<file path="src/rtl/issue_scoreboard_ctrl.sv">
// Decode-stage issue controller: tracks in-flight register writes in a busy
// scoreboard and stalls on RAW/WAW hazards, full write budget, or drain.
module issue_scoreboard_ctrl #(
  parameter int MAX_PENDING = 4,
  parameter int CNT_W       = 16,
  parameter int TIMEOUT     = 64
) (
  input  logic             clk2,
  input  logic             rst,
  input  logic             id_valid,
  input  logic [31:0]      id_instr,
  input  logic             id_regwrite,
  input  logic             wb_wr,
  input  logic [4:0]       wb_rd,
  input  logic             drain_req,
  output logic             issue,
  output logic             stall,
  output logic             drain_done,
  output logic [31:0]      busy_vec,
  output logic [5:0]       pending,
  output logic [CNT_W-1:0] stall_cnt,
  output logic             err_timeout,
  output logic             err_spur_wb
);

  localparam int RUN_W = $clog2(TIMEOUT + 1);
  localparam logic [6:0] OP_LUI   = 7'b0110111;
  localparam logic [6:0] OP_AUIPC = 7'b0010111;
  localparam logic [6:0] OP_JAL   = 7'b1101111;
  localparam logic [6:0] OP_REG   = 7'b0110011;
  localparam logic [6:0] OP_STORE = 7'b0100011;
  localparam logic [6:0] OP_BRANCH = 7'b1100011;

  typedef enum logic {RUN, DRAIN} state_e;

  state_e             state_q, state_d;
  logic [31:0]        busy_q, busy_d;
  logic [5:0]         pending_q, pending_d;
  logic [CNT_W-1:0]   stallCnt_q, stallCnt_d;
  logic [RUN_W-1:0]   stallRun_q, stallRun_d;
  logic               drainDone_q, drainDone_d;
  logic               errTimeout_q, errTimeout_d;
  logic               errSpur_q, errSpur_d;

  logic [6:0] op;
  logic [4:0] rd, rs1, rs2;
  logic       usesRs1, usesRs2, hazard;
  logic       unusedBits;

  assign op  = id_instr[6:0];
  assign rd  = id_instr[11:7];
  assign rs1 = id_instr[19:15];
  assign rs2 = id_instr[24:20];
  assign unusedBits = ^{id_instr[31:25], id_instr[14:12]};

  assign usesRs1 = !(op == OP_LUI || op == OP_AUIPC || op == OP_JAL);
  assign usesRs2 = (op == OP_REG || op == OP_STORE || op == OP_BRANCH);

  // busy_q[0] is never set, so x0 sources fall out of the hazard terms naturally
  assign hazard = (usesRs1 & busy_q[rs1])
                | (usesRs2 & busy_q[rs2])
                | (id_regwrite & (rd != 5'd0) & busy_q[rd])
                | (id_regwrite & (rd != 5'd0) & (pending_q == 6'(MAX_PENDING)));

  always_ff @(posedge clk2) begin
    if (rst) begin
      state_q      <= RUN;
      busy_q       <= '0;
      pending_q    <= '0;
      stallCnt_q   <= '0;
      stallRun_q   <= '0;
      drainDone_q  <= 1'b0;
      errTimeout_q <= 1'b0;
      errSpur_q    <= 1'b0;
    end else begin
      state_q      <= state_d;
      busy_q       <= busy_d;
      pending_q    <= pending_d;
      stallCnt_q   <= stallCnt_d;
      stallRun_q   <= stallRun_d;
      drainDone_q  <= drainDone_d;
      errTimeout_q <= errTimeout_d;
      errSpur_q    <= errSpur_d;
    end
  end

  always_comb begin
    state_d = state_q;
    case (state_q)
      RUN:     if (drain_req)  state_d = DRAIN;
      DRAIN:   if (!drain_req) state_d = RUN;
      default: state_d = RUN;
    endcase
  end

  always_comb begin
    issue = 1'b0;
    if (state_q == RUN) issue = id_valid & !hazard & !drain_req;
  end

  assign stall = id_valid & !issue;

  // Clear before set so a same-register collision leaves the bit set
  always_comb begin
    busy_d    = busy_q;
    errSpur_d = errSpur_q;
    if (wb_wr && (wb_rd != 5'd0) && !busy_q[wb_rd]) errSpur_d = 1'b1;
    if (wb_wr) busy_d[wb_rd] = 1'b0;
    if (issue && id_regwrite && (rd != 5'd0)) busy_d[rd] = 1'b1;
    busy_d[0] = 1'b0;

    pending_d = '0;
    for (int i = 0; i < 32; i++) pending_d = pending_d + {5'd0, busy_d[i]};

    drainDone_d = (state_d == DRAIN) && (busy_d == 32'd0);
  end

  always_comb begin
    stallCnt_d   = stallCnt_q;
    stallRun_d   = '0;
    errTimeout_d = errTimeout_q;
    if (stall) begin
      if (stallCnt_q != {CNT_W{1'b1}}) stallCnt_d = stallCnt_q + 1'b1;
      stallRun_d = (stallRun_q == RUN_W'(TIMEOUT)) ? stallRun_q : stallRun_q + 1'b1;
      if (stallRun_q >= RUN_W'(TIMEOUT - 1)) errTimeout_d = 1'b1;
    end
  end

  assign busy_vec    = busy_q;
  assign pending     = pending_q;
  assign stall_cnt   = stallCnt_q;
  assign drain_done  = drainDone_q;
  assign err_timeout = errTimeout_q;
  assign err_spur_wb = errSpur_q;

endmodule

</file>
<file path="config.mk">
export PLATFORM = sky130hd
export DESIGN_NAME = issue_scoreboard_ctrl
export DESIGN_NICKNAME = d
export VERILOG_FILES = /design/src/rtl/issue_scoreboard_ctrl.sv
export SDC_FILE = /design/constraint.sdc
export NUM_CORES = 1
export LEC_CHECK = 0
export CAP_MARGIN = 25
export CORE_UTILIZATION = 53
export DETAILED_ROUTE_END_ITERATION = 8
export GPL_TIMING_DRIVEN = 1
export PLACE_DENSITY = 0.89
export RECOVER_POWER = 50
export SLEW_MARGIN = 20
export SYNTH_ARGS = -nofsm -noshare
export SYNTH_HDL_FRONTEND = slang
export SYNTH_SLANG_ARGS = --single-unit
export TNS_END_PERCENT = 30
</file>
<file path="constraint.sdc">
create_clock -name clk2 -period 10.85 [get_ports clk2]
set_clock_uncertainty 0.1 [all_clocks]
set_input_delay 2.17 -clock clk2 [delete_from_list [all_inputs] [get_ports clk2]]
set_output_delay 2.17 -clock clk2 [all_outputs]
set_load 0.01 [all_outputs]
</file>
==> metrics.txt <==
RSZ-0062 raised after global routing=false; Sink Count=64; pre-CTS WS=0.711 ns; Rel. slew slack=-118%; Slew Limit Fails=80; startpoint types=input pin; Final #Nets=717; final core utilization=66.7%; largest net degree at the start of global routing=80; Primary FF master, synth=dfxtp_1; CTS tree=yes; Max rail drop VDD=89.0 uV; fin area=0.00625 mm2; CTS Buffer Depth=2; IO Pins=about 100; top cell type's share of synthesized area=roughly 25%; Worst Path Arrival=~10 ns; Synth top cells by count=dfxtp_1, inv_1, nor2_1, nand2_1, nand3_1; setup_tns=0 ns; FP Rows=35; Layout area overhead=20.4%; via density per instance=6.53; IO Port Bufs=90; share of cells above drive strength 1=11.6%; final-report setup violation count=0; Tcrit/Tclk final=92.1%; dpl hpwl=11,600 um; Overall Global Routing Usage=31.9%; LEAKAGE=0.00266 uW; die area=0.0102 mm2; latest clock arrival within the worst-skew pair=0.36 ns; n_diodes=0; highest clock rate=between 100 and 150 MHz; Wirelength per Cell=20.3 um; Worst Setup End Kind=flip-flop; Post-Syn Area per Cell=9.05 um2; Synth warnings=0; Synth Net Count=about 650; Post-CTS Hold Buffers=0; Final Worst Setup Slack=0.859 ns; reg2reg setup slack=roughly 3.4 ns; synth top area cells=dfxtp_1, fa_1, mux4_2; Post-CTS Setup Bufs=0; FILL cells=780; die width=101 um; sequential cell area=0.00128 mm2; # DRC=0; Hold Crit Class=flip-flop to flip-flop; GR Overflow Total=0; hold_sp=err_timeout$_SDFFE_PP0P_; worst-margin pin slew=about 3.3 ns; post-CTS resize count=0; number of synthesized register bits=between 60 and 70; library cells used by synthesis=66; Critical path origin=id_instr[7]; Placeable Area=0.00937 mm2; Clock Tree Root=clkbuf_8; Initial Util=between 50 and 60%; pwr/cell area=81.7 mW/mm2; placed inst area=roughly 0.0061 mm2; register area share after synthesis=24.7%; Cells after Synth=574; Hold Vio Cnt, Final=0; ANT nets after route=0; top-count cell post-synth=dfxtp_1; final WL=15,700 um; leading area contributor after synthesis=dfxtp_1; Async S/R FF share, synth=0%; antenna violations before repair=0; Clock Pin Slew Worst Setup and Hold Paths=around 0.08 ns; vias in the first global route=~5,000; Max Cap Violations=1; worst r2r src=busy_vec[4]$_SDFF_PP0_; TritonRoute pass-1 iters=5; CTS Buf Count=9; status=finished, violations left; Placer Congestion=approximately 0.9; H-tree Lvls=3; vias post-DR=roughly 5,000; cell area after synthesis=0.00519 mm2; number of synthesized flops with an enable pin=0; Crit Path Category=input pin to flip-flop; Final min period=between 9 and 10 ns; critical path peak fanout=12; CP Data Required Time=10.87 ns; global-route wire length before repair=24,800 um; 1st-iter DRT viols=approximately 520; Multi-input gate area=0.00356 mm2; failing checks=capacitance limit, slew limit; Die Y=between 100 and 150 um
## kinds of logic (layout without fill, tap and decap cells)
family          after synthesis  in the layout  share of synthesized area, %
simple gates                203            203                          23.1
compound gates              132            132                          17.1
buf+inv                      78            149                          6.72
flops                        64             64                          24.7
mux                          53             53                          15.3
fa+ha+maj                    34             34                          11.5
xor+xnor                      9              9                          1.52
other cells                   1              1                        0.0722
## path summary, 6_finish.rpt
| kind | cells past startpoint | end |
|---|---|---|
| hold reg to reg | 1 | err_timeout$_SDFFE_PP0P_ |
| setup reg to reg | 24 | pending[4]$_SDFF_PP0_ |
| setup / recovery | 25 | pending[4]$_SDFF_PP0_ |
| hold / removal | 1 | err_timeout$_SDFFE_PP0P_ |
## worst max-delay path, cell delays in order
cell and delay, ns:
dlygate4sd3_1 1.04, mux4_2 0.61, a22oi_1 0.27, nand4_1 0.14, a211o_1 0.34, nor4_4 0.62, buf_4 0.28, nand3_2 0.09
nand2_1 0.14, fa_1 0.43, inv_1 0.09, fa_1 0.45, fa_1 0.52, inv_1 0.06, fa_1 0.48, fa_1 0.54
fa_1 0.42, inv_1 0.10, fa_1 0.18, inv_1 0.06, fa_1 0.40, a21o_1 0.19, a21oi_1 0.16, xor2_1 0.19
nor2_1 0.05
## placed cells by master, fill, tap and decap left out, drive strengths merged, types with 12 or more instances in the layout
master and instances:
nor2b 14, nor2 37, o21ai 25, dlygate4sd3 57, a31oi 17, nand2 30
dfxtp 64, mux2i 21, inv 38, a21oi 22, o21a 20, nor4 13
nand3 29, mux4 20, fa 23, clkdlybuf4s50 32, mux2 12
## flip-flops by register name, indices dropped and copies added (netlist names)
register / flops
drain_done: 1
state_q: 1
stallRun_q: 7
err_timeout: 1
pending: 6
busy_vec: 31
err_spur_wb: 1
stall_cnt: 16
## layout make-up
cell class | count | area share (%)
multi-input combinational | 432 | 57.0
sequential | 64 | 20.5
timing repair buffer | 96 | 15.0
tap | 129 | 2.58
inverter | 37 | 2.22
clock buffer | 9 | 1.98
clock inverter | 7 | 0.760
## stage by stage
step                      std cells  total power, uW  hold slack [ns]
after floorplan                 574              298            0.404
after global placement          758              326            0.362
after detailed placement        758              328            0.372
after CTS                       774              512            0.396
after global routing            774              529            0.410
final                           774              511            0.387
## power by group
part	leakage [uW]	internal (uW)	total [uW]	switching (uW)
Clock	0.0000854	82.7	187	104
Combinational	0.00206	34.9	83.7	48.8
Sequential	0.000517	237	241	3.32
## per-layer routing
metal / vias up / track usage (%) / share of wire (%)
li1: 2261 / - / -
met2: 355 / 53.2 / 47
met5: - / 0 / 0
met1: 2369 / 38.9 / 38
met3: 68 / 8.53 / 11
met4: 0 / 14.0 / 3.6
No activity file was read; power rests on OpenSTA's default activity.
